<file path="config.mk">
export PLATFORM = sky130hd
export DESIGN_NAME = uart_pixel_rx
export DESIGN_NICKNAME = d
export VERILOG_FILES = /design/src/rtl/uart_pixel_rx.sv
export SDC_FILE = /design/constraint.sdc
export NUM_CORES = 1
export LEC_CHECK = 0
export CORE_UTILIZATION = 51
export CTS_CLUSTER_DIAMETER = 80
export DETAILED_ROUTE_END_ITERATION = 8
export PLACE_DENSITY = 0.71
export SKIP_LAST_GASP = 1
export SLEW_MARGIN = 20
export SYNTH_ARGS = -nofsm -noshare
export SYNTH_HDL_FRONTEND = slang
export SYNTH_SLANG_ARGS = --single-unit
</file>
<file path="constraint.sdc">
create_clock -name clk -period 5.65 [get_ports clk]
set_input_delay 0.565 -clock clk [delete_from_list [all_inputs] [get_ports clk]]
set_output_delay 0.565 -clock clk [all_outputs]
set_load 0.05 [all_outputs]
</file>
<file path="src/rtl/uart_pixel_rx.sv">
// uart_pixel_rx: UART 8N1 receiver that assembles RGB565 pixels (high byte first),
// tags start-of-frame and buffers them in a fall-through FIFO behind a valid/ready stream.
module uart_pixel_rx #(
  parameter int CLK_FREQ     = 50_000_000,
  parameter int BAUD         = 115200,
  parameter int FIFO_DEPTH   = 16,
  parameter int FRAME_PIXELS = 12800,
  parameter int IDLE_BITS    = 20
) (
  input  logic                          clk,
  input  logic                          resetn,
  input  logic                          ser_rx,
  output logic [15:0]                   pix_data,
  output logic                          pix_sof,
  output logic                          pix_valid,
  input  logic                          pix_ready,
  output logic [$clog2(FIFO_DEPTH):0]   fifo_level,
  output logic                          overflow,
  output logic                          frame_err,
  output logic                          frame_done
);
  localparam int DIV      = CLK_FREQ / BAUD;
  localparam int IDLE_LIM = IDLE_BITS * DIV;
  localparam int CW       = $clog2(DIV + 1);
  localparam int IW       = $clog2(IDLE_LIM + 1);
  localparam int AW       = $clog2(FIFO_DEPTH);
  localparam int XW       = $clog2(FRAME_PIXELS + 1);

  typedef enum logic [1:0] {S_IDLE, S_START, S_DATA, S_STOP} state_t;

  logic          r_rx_s1, r_rx_s2, r_rx_prev;
  state_t        r_state;
  logic [CW-1:0] r_cnt;
  logic [2:0]    r_bit;
  logic [7:0]    r_sh;
  logic [IW-1:0] r_idle;
  logic          r_phase;
  logic [7:0]    r_hi;
  logic [XW-1:0] r_idx;
  logic          r_push;
  logic [16:0]   r_push_d;
  logic [16:0]   r_mem [FIFO_DEPTH];
  logic [AW-1:0] r_wp, r_rp;
  logic [AW:0]   r_level;

  logic          w_tick, w_half, w_pop, w_full, w_wr, w_last;
  logic [AW-1:0] w_head_ix;
  logic [16:0]   w_head;

  assign w_tick    = r_cnt == CW'(DIV - 1);
  assign w_half    = r_cnt == CW'(DIV / 2 - 1);
  assign w_last    = r_idx == XW'(FRAME_PIXELS - 1);
  assign w_pop     = (r_level != '0) && pix_ready;
  assign w_full    = r_level == (AW+1)'(FIFO_DEPTH);
  assign w_wr      = r_push && (!w_full || w_pop);
  // when empty, show the most recently popped entry so pix_data holds its last value
  assign w_head_ix = (r_level == '0) ? r_rp - 1'b1 : r_rp;
  assign w_head    = r_mem[w_head_ix];
  assign pix_data  = w_head[15:0];
  assign pix_sof   = w_head[16];
  assign pix_valid = r_level != '0;
  assign fifo_level = r_level;

  always_ff @(posedge clk or negedge resetn) begin
    if (!resetn) begin
      r_rx_s1    <= 1'b1;
      r_rx_s2    <= 1'b1;
      r_rx_prev  <= 1'b1;
      r_state    <= S_IDLE;
      r_cnt      <= '0;
      r_bit      <= '0;
      r_sh       <= '0;
      r_idle     <= '0;
      r_phase    <= 1'b0;
      r_hi       <= '0;
      r_idx      <= '0;
      r_push     <= 1'b0;
      r_push_d   <= '0;
      frame_err  <= 1'b0;
      frame_done <= 1'b0;
    end else begin
      r_rx_s1    <= ser_rx;
      r_rx_s2    <= r_rx_s1;
      r_rx_prev  <= r_rx_s2;
      r_push     <= 1'b0;
      frame_err  <= 1'b0;
      frame_done <= 1'b0;
      r_cnt      <= r_cnt + 1'b1;
      case (r_state)
        S_IDLE: begin
          r_cnt <= '0;
          if (r_rx_prev && !r_rx_s2) begin
            r_state <= S_START;
            r_idle  <= '0;
          end else if (r_idle != IW'(IDLE_LIM)) begin
            r_idle <= r_idle + 1'b1;
            if (r_idle == IW'(IDLE_LIM - 1)) begin
              r_phase <= 1'b0;
              r_idx   <= '0;
            end
          end
        end
        S_START: if (w_half) begin
          r_cnt   <= '0;
          r_bit   <= '0;
          r_state <= r_rx_s2 ? S_IDLE : S_DATA;
        end
        S_DATA: if (w_tick) begin
          r_cnt   <= '0;
          r_sh    <= {r_rx_s2, r_sh[7:1]};
          r_bit   <= r_bit + 1'b1;
          r_state <= (r_bit == 3'd7) ? S_STOP : S_DATA;
        end
        S_STOP: if (w_tick) begin
          r_cnt   <= '0;
          r_state <= S_IDLE;
          if (!r_rx_s2) begin
            frame_err <= 1'b1;
            r_phase   <= 1'b0;
          end else if (!r_phase) begin
            r_hi    <= r_sh;
            r_phase <= 1'b1;
          end else begin
            r_phase    <= 1'b0;
            r_push     <= 1'b1;
            r_push_d   <= {r_idx == '0, r_hi, r_sh};
            frame_done <= w_last;
            r_idx      <= w_last ? '0 : r_idx + 1'b1;
          end
        end
        default: r_state <= S_IDLE;
      endcase
    end
  end

  always_ff @(posedge clk or negedge resetn) begin
    if (!resetn) begin
      r_wp     <= '0;
      r_rp     <= '0;
      r_level  <= '0;
      overflow <= 1'b0;
      for (int i = 0; i < FIFO_DEPTH; i++) r_mem[i] <= '0;
    end else begin
      if (w_wr) begin
        r_mem[r_wp] <= r_push_d;
        r_wp        <= r_wp + 1'b1;
      end
      if (w_pop) r_rp <= r_rp + 1'b1;
      r_level  <= r_level + (AW+1)'(w_wr) - (AW+1)'(w_pop);
      overflow <= overflow | (r_push && !w_wr);
    end
  end
endmodule
</file>
* Word-level counts from Yosys, hierarchy flattened
Cells that the tools add are included.
** Storage, ports and cells
- Bits in registers :: 368
- Logic and storage cells :: 143
- Input port bits :: 4
** Cells by class
- Bitwise logic cells :: 4
- Multiplexer cells :: 48
- Eq/ne operators :: 19
- Reductions and logical operators :: 25
- Add/subtract/negate cells :: 9
- $lt $le $gt $ge :: 3
** Operators by type and width (count)
- $bwmux W272 :: 1
- $mux W14 :: 9
- $bmux W17 S4 :: 1
- $demux W17 S4 :: 1
- $mux W17 :: 3
- $add A14 B1 Y14 const B :: 2
- $eq A14 B14 Y1 const B :: 2
- $pmux W14 S2 :: 1
- $pmux W9 S3 :: 1
- $mux W1 :: 18
- $mux W9 :: 2
- $ne A2 B2 Y1 const B :: 9
- $logic_not A14 Y1 :: 1
- $ne A14 B14 Y1 const B :: 1
- $reduce_and A4 Y1 :: 3
- $ge A5 B5 Y1 const B :: 2
- $mux W2 :: 5
- $not A4 Y5 :: 2
- $add A9 B1 Y9 const B :: 1
- $eq A9 B8 Y1 const B :: 1
- $eq A9 B9 Y1 const B :: 1
- $add A4 B1 Y4 const B :: 2
- $pmux W2 S4 :: 1
- $reduce_and A7 Y1 :: 1
- other kinds (26) :: 37

* Depth between registers and ports, before layout
Gate-level depths: netlist (run 1).
- Word-level depth :: 7
- Depth in mapped cells :: 18
- Mapped depth without buffers :: 16

* Worst setup path before layout (run 1)
Ideal clock, no wire load.
- Path type :: register -> output
- Start :: register r_rp[1]
- End :: output port pix_data[5]
- Cell stages (with the launch flop) :: 13
- Arrival time :: 3.762 ns
- Buffers on the path :: 6
- Path slack :: 1.323 ns
- Path through :: dfrtp_1 > clkbuf_1 > inv_1 > clkbuf_1 > buf_1 > ha_1 > clkbuf_1 > and3_1 > clkbuf_1 > clkbuf_1 > o2bb2ai_1 > a2111oi_0 > o31ai_1
** On the way
- Longest elaborated chain between the ends :: 6
** RTL lines
- from (decl) :: RTL line 43 : logic [AW-1:0] r_wp, r_rp;
- from (signal assigned) :: RTL line 148 : if (w_pop) r_rp <= r_rp + 1'b1;
- $sub A4 B1 Y4 :: RTL line 57 : assign w_head_ix = (r_level == '0) ? r_rp - 1'b1 : r_rp;
- $mux W4 (*) :: RTL line 57
- $not A4 Y5 (not written as such) (*) :: RTL line 58 : assign w_head = r_mem[w_head_ix];
- $bmux W17 S4 (*) :: RTL line 58
- $mux W17 (not written as such) (*) (2 in a row) :: RTL line 58
- to (decl) :: RTL line 13 : output logic [15:0] pix_data,
Mark *: on every way between the ends. The rest lies on a longest branch, timed or not. The select of a mux whose other input is x is not followed.

* Worst setup path after layout (run 1)
- Start :: register r_level[2], in the netlist fifo_level[2]
- End :: output port pix_data[9]
** On the way
- Longest elaborated chain between the ends :: 6
** RTL lines
- from (decl) :: RTL line 44 : logic [AW:0] r_level;
- from (signal assigned) :: RTL line 149 : r_level <= r_level + (AW+1)'(w_wr) - (AW+1)'(w_pop);
- $logic_not A5 Y1 :: RTL line 57
- $mux W4 :: RTL line 57
- $not A4 Y5 (not written as such) :: RTL line 58
- $bmux W17 S4 :: RTL line 58
- $mux W17 (not written as such) (2 in a row) :: RTL line 58
No other way between the ends. The select of a mux whose other input is x is not followed.

==> flow_summary_export.csv, run 1 <==
group,metric,value,unit
timing,slew_viol_final,0,
die,io_pins,30,
setup_path,critPathMaxStageDelay,0.70,ns
timing,tns,0,ns
clocking,cts_tree,"done",
clocking,clkTransAtPathRegs,0.06,ns
yosys,yosysWarnings,0,
timing,tightestPinTransition,1.09,ns
yosys,synth_area,19700,um^2
drt,dr.first_iter.drc_count,1221,
yosys,synth.ff_latch_count,368,
global_routing,use_met2,43.8,%
clocking,clock_path_buffers,3,
timing,post-route-min-period,4.78,ns
drt,via_count,14574,
timing,setup_violations,0,
drt,first_pass_iters,5,
global_routing,grt_pass1_wl,81100,um
timing,slew_headroom,27.2,%
clocking,cts_resized,0,
global_routing,grt_pass1_vias,14474,
setup_path,cp-start-kind,"flip-flop",
global_routing,antenna_found_initial,0,
drt,viasPerCell,6.44,
setup_path,worst_path_most_repeated_cell,"buf_4",
clocking,clockRootBuffer,"clkbuf_16",
clocking,clock_latency,0.55,ns
global_routing,use_met3,3.95,%
setup_path,required,5.09,ns
die,die-width,199,um
drt,drt-wirelength-per-cell,22.6,um
setup_path,cp_cell_sequence,"inv_1 -> ha_1 -> nor4b_4 -> buf_4 -> a21boi_2 -> nor2_1 -> buf_4 -> a2111oi_0 -> buf_4 -> o31ai_1 -> buf_12",
yosys,synth.avg_cell_area,11.2,um^2
power_and_ir_drop,p_leak,10.3,nW
die,die_area,39500,um^2
placed_design,hpwl,29800,um
min_path,hold_class,"reg -> reg",
setup_path,r2r_setup_slack,2.63,ns
global_routing,grt.busiest_layer,"met2",
global_routing,grt_max_degree,177,
timing,fmax,0.209,GHz
yosys,yosysSeqAreaShare,46.7,%
placed_design,numPortBuffers,29,
global_routing,grt_usage,26.6,%
setup_path,crit_path_max_fanout,56,
clocking,numClockSinks,368,
die,start_util,52.1,%
setup_path,critical_path_class,"reg -> out",
power_and_ir_drop,design_power_total,8.92,mW
power_and_ir_drop,peakVddDrop,0.583,mV
yosys,ys_async_sr_fraction,100,%
die,die_h,199,um
drt,postRouteAntennaNets,0,
die,rows,71,
yosys,syn_inst,1760,
global_routing,grtUsageMet1,35.6,%
drt,post-route-drc-count,0,
setup_path,end_kind,"output port",
setup_path,crit_slowest_cell,"nor2_1",
yosys,synth_edf_count,0,
yosys,ys.flop_type,"dfrtp_1",
outcome,status,"finished, final reports clean",
yosys,synth_area_leader_cell,"dfrtp_1",
timing,fin_skew,0.0164,ns
clocking,htreeDepth,2,
final_layout,drive_above_1_share,26.7,%
die,core_area,37800,um^2
final_layout,areaGrowthSynthToFinish,11.8,%
drt,wl,51100,um
yosys,ys_types,65,
timing,fin_crit_sh,84.6,%
job,maxCapViolations,0,
placed_design,gp_congestion,0.829,
setup_path,cp.arrival,4.21,ns
timing,hold_viol,0,
power_and_ir_drop,powerDensity,405,nW/um^2
timing,rsz0062_at_grt,"no",
final_layout,stdcell_count,2262,
clocking,numCtsBuffers,42,
yosys,synth_area_leaders,"dfrtp_1, mux2_2, mux2i_1",
yosys,synth_top_cell_area_share,46.3,%
placed_design,dp_cells,2184,
global_routing,overflow,0,
yosys,syn_nets,1786,
final_layout,nets,1745,
final_layout,antennaDiodeCount,0,
[worst max-delay path, delay by kind of cell (launching register included)]
family                   cells  cell delay [ns]
AND/OR/NAND/NOR              2             0.96
adder cells (fa/ha/maj)      1             0.17
buffers and inverters        5             1.49
flip-flops                   1             0.40
AO/OA/AOI/OAI                3             0.62
[synth_stat cells, types with 5 or more instances]
master	number
nor2b_1	7
o31ai_1	23
xnor2_1	19
buf_1	18
o2bb2ai_1	16
clkbuf_1	97
mux2_2	290
a2111oi_0	18
buf_2	40
o22ai_1	49
or4_1	21
nand2_1	89
a211oi_1	16
a21oi_1	48
a221oi_1	8
nor3_1	8
nand4_1	15
and3b_1	16
nor2_1	38
or3b_2	16
xor2_1	10
a221o_1	32
dfrtp_1	365
mux2i_1	132
o221ai_1	18
nor4_1	5
o21ai_0	51
nand3b_1	33
o2111ai_1	16
or3_1	7
inv_1	23
and3_1	25
ha_1	21
nand3_1	124
[cell type report]
cell class / instances / area (um^2)
Fill cell: 3154 / 15800
Multi-Input combinational cell: 1211 / 9820
Sequential cell: 368 / 9220
Clock buffer: 53 / 1180
Timing Repair Buffer: 71 / 828
Tap cell: 511 / 639
Clock inverter: 23 / 263
Inverter: 25 / 96.3
[cell families after synthesis]
| group | share of synthesized area [%] |
|---|---|
| muxes | 23.4 |
| and+or+nand+nor | 12.2 |
| AOI/OAI and AO/OA | 11.2 |
| adders and majority gates | 1.43 |
| buffers and inverters | 3.74 |
| xor gates and xnor gates | 1.29 |
| DFF | 46.7 |
[where the power goes]
part	switching [mW]	internal (mW)
Sequential	0.0723	2.69
Combinational	2.15	1.18
Clock	1.11	1.72
Total	3.33	5.59
[placed cells by master (no fill, tap or decap), types with 5 or more instances in the layout]
| master | instances |
|---|---|
| a2111oi_0 | 18 |
| nand2_1 | 88 |
| nand3_1 | 122 |
| xor2_1 | 10 |
| clkbuf_16 | 43 |
| and3_1 | 25 |
| ha_1 | 20 |
| dfrtp_1 | 364 |
| or3b_2 | 16 |
| a221o_1 | 32 |
| nor2b_1 | 7 |
| nor2_1 | 36 |
| mux2_2 | 290 |
| inv_1 | 23 |
| o21ai_0 | 51 |
| nor4_1 | 5 |
| clkdlybuf4s50_1 | 11 |
| or4_1 | 21 |
| mux2i_1 | 132 |
| buf_12 | 19 |
| buf_4 | 38 |
| o2111ai_1 | 16 |
| or3_1 | 7 |
| nand3b_1 | 33 |
| xnor2_1 | 18 |
| clkinv_2 | 16 |
| a21oi_1 | 48 |
| nand4_1 | 15 |
| o221ai_1 | 18 |
| o2bb2ai_1 | 16 |
| clkbuf_8 | 7 |
| o31ai_1 | 23 |
| bufinv_16 | 5 |
| o22ai_1 | 49 |
| a221oi_1 | 8 |
| a211oi_1 | 16 |
| and3b_1 | 16 |
| nor3_1 | 7 |
[through the flow]
step	cell area [um^2]	setup slack (ns)	hold WS (ns)	utilization, %
after floorplan	19700	1.32	0.269	-
after CTS	22000	0.936	0.363	58.2
after detailed placement	20600	1.53	0.354	54.3
after global placement	20500	1.58	0.352	54.3
after global routing	22000	0.678	0.368	58.3
final	22000	0.872	0.363	58.3
[repair_timing]
item	4_1_cts	5_1_grt
setup buffers	0	0
hold endpoints to repair	56	0
hold buffers	1	0
[sequential cells by signal, summed over array words and instances (netlist names), 3 cells and up, named ones only]
register	cells
r_mem	272
r_push_d	17
r_idle	14
r_idx	14
r_cnt	9
r_hi	8
r_sh	8
fifo_level	5
r_rp	4
r_wp	4
r_bit	3
[path summary, 6_finish.rpt]
path / start / to / depth (start not counted)
max in group asynchronous: resetn / r_mem[152]$_DFFE_PN0P_ / 3
hold / removal: r_rx_s1$_DFF_PN1_ / r_rx_s2$_DFF_PN1_ / 0
setup reg to reg: fifo_level[2]$_DFF_PN0_ / r_mem[93]$_DFFE_PN0P_ / 9
setup / recovery: fifo_level[2]$_DFF_PN0_ / pix_data[9] / 11
min in group asynchronous: resetn / r_mem[264]$_DFFE_PN0P_ / 2
hold reg to reg: r_rx_s1$_DFF_PN1_ / r_rx_s2$_DFF_PN1_ / 0
[layer usage]
metal | vias to the layer above | part of all wire, % | wire length [um]
li1 | 6537 | - | -
met1 | 7423 | 43 | 21900
met2 | 488 | 47 | 24200
met3 | 126 | 6.5 | 3340
met4 | 0 | 3.2 | 1620
met5 | - | 0 | 0
Note: power is estimated with default switching activity, not from simulation.
==> run 2, diff against run 1 <==
==> constraint.sdc (replaced) <==
create_clock -name clk -period 4.5 [get_ports clk]
set_input_delay 0.45 -clock clk [delete_from_list [all_inputs] [get_ports clk]]
set_output_delay 0.45 -clock clk [all_outputs]
set_load 0.05 [all_outputs]
==> flow_summary_export.csv, run 2 (synthesis gave the netlist of run 1 again) <==
group,metric,value,unit
outcome,violations,"negative hold slack",
timing,fmax,0.229,GHz
setup_path,cp-start-kind,"flip-flop",
placed_design,placed_area,20700,um^2
final_layout,nFillCells,3125,
timing,fin_hold_ws,-0.00809,ns
die,io_pins,30,
global_routing,grt_pass1_vias,14811,
clocking,cts_tree,"done",
global_routing,overflow,0,
placed_design,numPortBuffers,29,
final_layout,fin_area,22100,um^2
die,die_area,39500,um^2
power_and_ir_drop,power_switching,4.18,mW
timing,fin_crit_sh,97.1,%
power_and_ir_drop,switching_share,37.5,%
global_routing,grt_pass1_wl,83700,um
power_and_ir_drop,powerDensity,505,nW/um^2
min_path,hold_class,"in -> async",
job,maxCapViolations,0,
timing,fin_skew,0.0239,ns
die,rows,71,
final_layout,largest-register,"r_mem",
die,die-width,199,um
setup_path,critical_path_class,"reg -> out",
placed_design,gp_congestion,0.855,
drt,first_pass_iters,5,
final_layout,stdcell_count,2265,
clocking,cts_hold_buf,0,
final_layout,post-route-util,58.3,%
global_routing,grt_usage,27.6,%
setup_path,end_kind,"output port",
global_routing,grt_max_degree,194,
timing,rsz0062_at_grt,"yes",
setup_path,cp.arrival,3.92,ns
outcome,status,"complete, but fails checks",
placed_design,dp_cells,2192,
drt,via_count,14835,
timing,tns,0,ns
timing,setup_violations,0,
drt,viasPerCell,6.55,
timing,tightestPinTransition,1.21,ns
die,core_area,37800,um^2
clocking,clockRootBuffer,"clkbuf_16",
power_and_ir_drop,clkPwrFrac,31.1,%
final_layout,reg_top3,"r_mem x272, r_push_d x17",
clocking,numCtsBuffers,42,
drt,post-route-drc-count,0,
drt,postRouteAntennaNets,0,
global_routing,grt.busiest_layer,"met2",
timing,slew_headroom,19.3,%
clocking,clkTransAtPathRegs,0.06,ns
placed_design,hpwl,32400,um
timing,hold_viol,3,
global_routing,use_met2,43.9,%
drt,wl,52700,um
power_and_ir_drop,peakVddDrop,0.655,mV
global_routing,use_met3,5.04,%
power_and_ir_drop,combPwrFrac,37.8,%
clocking,post_cts_buffers,0,
global_routing,antenna_found_initial,0,
final_layout,final_cell_mix,"dfrtp_1, mux2_2, mux2i_1",
final_layout,layout_commonest_cell,"dfrtp_1",
final_layout,nets,1751,
final_layout,areaGrowthSynthToFinish,12.0,%
power_and_ir_drop,intPower,6.96,mW
clocking,htreeDepth,2,
setup_path,crit_path_max_fanout,18,
die,start_util,52.1,%
final_layout,drive_above_1_share,26.9,%
die,die_h,199,um
drt,drt-wirelength-per-cell,23.3,um
power_and_ir_drop,p_leak,10.3,nW
setup_path,required,4.05,ns
final_layout,largest_reg_flops,272,
drt,dr.first_iter.drc_count,1229,
final_layout,antennaDiodeCount,0,
timing,slew_viol_final,0,
timing,post-route-min-period,4.37,ns
clocking,clock_latency,0.57,ns
clocking,clock_path_buffers,3,
clocking,numClockSinks,368,
global_routing,grtUsageMet1,36.8,%
power_and_ir_drop,seq_power_share,31.2,%
## run 2: cell types whose count changed in the layout (fill, tap and decap cells not counted), sizes merged
cell | previous run | this run
inv | 25 | 26
bufinv | 5 | 3
buf | 59 | 66
dlygate4sd3 | 1 | 0
clkbuf | 53 | 57
clkinv | 18 | 9
clkinvlp | 0 | 3
## run 2: what timing repair did
action,in CTS,in global routing
resized for setup,0,2
endpoints found under the hold margin,0,0
setup endpoints to repair,0,9
## run 2: per-layer routing
layer	wire, um	vias to the layer above
met2	24800	545
li1	-	6553
met5	0	-
met1	22300	7604
met4	2070	0
met3	3540	133
## run 2: worst paths after layout
| path | startpoint | end | slack (ns) | cells after the start |
|---|---|---|---|---|
| max in group asynchronous | resetn | r_rx_prev$_DFF_PN1_ | 3.40 | 2 |
| setup reg to reg | fifo_level[2]$_DFF_PN0_ | fifo_level[4]$_DFF_PN0_ | 1.28 | 15 |
| hold / removal | resetn | r_mem[163]$_DFFE_PN0P_ | -0.008 | 1 |
| min in group clk | ser_rx | r_rx_s1$_DFF_PN1_ | 0.29 | 1 |
| setup / recovery | fifo_level[2]$_DFF_PN0_ | pix_data[0] | 0.13 | 10 |
| hold reg to reg | r_rx_s1$_DFF_PN1_ | r_rx_s2$_DFF_PN1_ | 0.36 | 0 |
## run 2: power groups by stage
stage	Sequential (mW)	Combinational (mW)	Clock, mW
2_1_floorplan	3.58	2.57	0
3_3_place_gp	3.53	4.07	0
3_5_place_dp	3.53	4.13	0
4_1_cts	3.47	4.14	3.53
5_1_grt	3.48	4.40	3.65
6_report	3.47	4.21	3.46
## run 2: per-stage QoR
step / setup WS (ns) / power (mW)
after detailed placement: 0.688 / 7.66
after floorplan: 0.288 / 6.15
after global placement: 0.749 / 7.59
final: 0.131 / 11.1
after CTS: 0.0643 / 11.1
after global routing: -0.00755 / 11.5
## run 2: area by class of cell
cell class	instances	area (um^2)	share of cell area, %
inverter	25	96.3	0.436
multi-input combinational	1211	9830	44.5
sequential	368	9220	41.7
tap	511	639	2.90
clock inverter	16	178	0.805
timing repair buffer	77	901	4.08
clock buffer	57	1220	5.52
## run 2: critical path: stages (launching register included)
cell,delay [ns]
dfrtp_1,0.38
inv_1,0.08
ha_1,0.21
nor4b_4,0.15
a21boi_2,0.83
buf_4,0.38
nor2_1,0.09
buf_4,0.19
a2111oi_0,0.58
o31ai_1,0.24
buf_12,0.21
==> run 3, diff against run 2 <==
--- a/config.mk
+++ b/config.mk
@@ -5,6 +5,7 @@
 export SDC_FILE = /design/constraint.sdc
 export NUM_CORES = 1
 export LEC_CHECK = 0
+export CORE_MARGIN = 10
 export CORE_UTILIZATION = 51
 export CTS_CLUSTER_DIAMETER = 80
 export DETAILED_ROUTE_END_ITERATION = 8
==> flow_summary_export.csv, run 3 (synthesis gave the netlist of run 1 again) <==
group,metric,value,unit
setup_path,end_kind,"output port",
power_and_ir_drop,design_power_total,11.2,mW
placed_design,place_ws,0.744,ns
global_routing,grt_max_degree,124,
die,rows,71,
clocking,clock_latency,0.56,ns
placed_design,gp_congestion,0.849,
final_layout,seqCellArea,9220,um^2
setup_path,crit_path_start,"fifo_level[2]$_DFF_PN0_",
final_layout,layout_commonest_cell,"dfrtp_1",
clocking,numCtsBuffers,41,
setup_path,crit_slowest_cell,"o31ai_1",
timing,fin_hold_ws,0.309,ns
clocking,clockRootBuffer,"clkbuf_16",
global_routing,grt_pass1_vias,14580,
timing,hold_viol,0,
final_layout,largest_reg_flops,272,
drt,drt-wirelength-per-cell,22.5,um
placed_design,placed_area,20600,um^2
drt,dr.first_iter.drc_count,1342,
setup_path,critPathMaxStageDelay,0.66,ns
power_and_ir_drop,p_leak,10.3,nW
setup_path,cp-endpoint,"pix_data[10]",
setup_path,r2r-end,"fifo_level[4]$_DFF_PN0_",
final_layout,largest-register,"r_mem",
setup_path,required,4.05,ns
power_and_ir_drop,peakVddDrop,0.599,mV
drt,first_pass_iters,7,
min_path,hold_class,"in -> reg",
drt,via_count,14519,
timing,fin_skew,0.0239,ns
die,core_area,37900,um^2
final_layout,multi_input_area,9830,um^2
die,start_util,52.0,%
global_routing,grt_pass1_wl,82000,um
setup_path,reg2reg_depth,16,
setup_path,cp.arrival,3.79,ns
timing,post-route-min-period,4.24,ns
clocking,htreeDepth,2,
timing,setup_violations,0,
setup_path,cp_cell_sequence,"inv_1 -> ha_1 -> nor4b_4 -> buf_12 -> and3_1 -> buf_4 -> o2bb2ai_1 -> a2111oi_0 -> o31ai_1 -> buf_12",
timing,slew_headroom,24.8,%
setup_path,critical_path_class,"reg -> out",
timing,slew_viol_final,0,
outcome,status,"finished, final reports clean",
global_routing,antenna_found_initial,0,
clocking,clock_path_buffers,3,
die,die-width,217,um
clocking,cts_tree,"done",
timing,tns,0,ns
drt,wl,51100,um
clocking,numClockSinks,368,
timing,fmax,0.236,GHz
die,die_h,217,um
setup_path,r2r_start,"fifo_level[2]$_DFF_PN0_",
setup_path,worst_path_most_repeated_cell,"buf_12",
timing,tightestPinTransition,1.12,ns
job,maxCapViolations,0,
timing,timing.final.ws_setup,0.262,ns
final_layout,areaGrowthSynthToFinish,12.0,%
final_layout,nets,1750,
placed_design,numPortBuffers,29,
final_layout,fin_area,22100,um^2
clocking,clkTransAtPathRegs,0.06,ns
timing,fin_crit_sh,94.2,%
global_routing,grt_usage,21.5,%
die,die_area,46900,um^2
final_layout,nFillCells,3113,
clocking,post_cts_buffers,0,
final_layout,reg_top3,"r_mem x272, r_push_d x17",
die,io_pins,30,
final_layout,drive_above_1_share,26.7,%
timing,rsz0062_at_grt,"no",
setup_path,crit_path_max_fanout,56,
final_layout,final_cell_mix,"dfrtp_1, mux2_2, mux2i_1",
drt,viasPerCell,6.40,
drt,postRouteAntennaNets,0,
placed_design,hpwl,31400,um
power_and_ir_drop,powerDensity,508,nW/um^2
setup_path,r2r_setup_slack,1.22,ns
drt,post-route-drc-count,0,
setup_path,cp-start-kind,"flip-flop",
global_routing,overflow,0,
==> run 3: changes by cell type in the layout (fill, tap and decap cells not counted), moves of 2 or more <==
cell | before | now
buf_12 | 23 | 21
buf_6 | 0 | 2
clkbuf_1 | 5 | 7
clkinv_2 | 8 | 10
clkinvlp_4 | 3 | 1
inv_6 | 3 | 1
==> run 3: worst max-delay path, delay by kind of cell, from the launching register on <==
kind	cells	cell delay, ns
AND/OR/NAND/NOR	2	0.78
flip-flops	1	0.40
AO/OA/AOI/OAI	3	0.88
buffers and inverters	4	0.96
adder cells (fa/ha/maj)	1	0.18
==> run 3: where the power goes <==
part / switching, mW / total (mW) / internal, mW
registers: 0.122 / 3.50 / 3.38
logic: 2.70 / 4.22 / 1.52
clock network: 1.40 / 3.49 / 2.09
total: 4.23 / 11.2 / 6.98
==> run 3: metal layers <==
layer / wire length [um] / share of wire, % / global-route usage (%)
met1: 22400 / 44 / 29.1
met2: 24200 / 47 / 34.7
met5: 0 / 0 / 0
met4: 1180 / 2.3 / 6.32
met3: 3290 / 6.4 / 3.52
==> run 3: how the worst min path moves through the flow <==
stage / cells after the start / from / endpoint / slack (ns)
after floorplan: 0 / resetn / async pin / 0.15
after global placement: 0 / r_rx_s1$_DFF_PN1_ / r_rx_s2$_DFF_PN1_ / 0.35
after detailed placement: 0 / r_rx_s1$_DFF_PN1_ / r_rx_s2$_DFF_PN1_ / 0.35
after CTS: 1 / ser_rx / r_rx_s1$_DFF_PN1_ / 0.29
after global routing: 1 / ser_rx / r_rx_s1$_DFF_PN1_ / 0.30
final: 1 / ser_rx / r_rx_s1$_DFF_PN1_ / 0.31
==> run 3: area by class of cell <==
class                   count  share of cell area, %
clock inverters            17                  0.986
clock buffers              57                   5.38
multi-input cells        1211                   44.5
well taps                 511                   2.90
inverters                  25                  0.431
repair buffers             77                   4.01
flip-flops and latches    368                   41.7
diodes                      1                 0.0113
==> run 3: per-stage QoR <==
stage	cells	util (%)
after floorplan	1760	-
after global placement	2191	54.4
after detailed placement	2191	54.4
after CTS	2266	58.1
after global routing	2266	58.2
final	2267	58.2
==> run 3: repair_timing <==
action / 4_1_cts / 5_1_grt
hold buffers: 1 / 0
endpoints found under the hold margin: 26 / 0
resized for setup: 0 / 5
endpoints found under the setup margin: 0 / 8
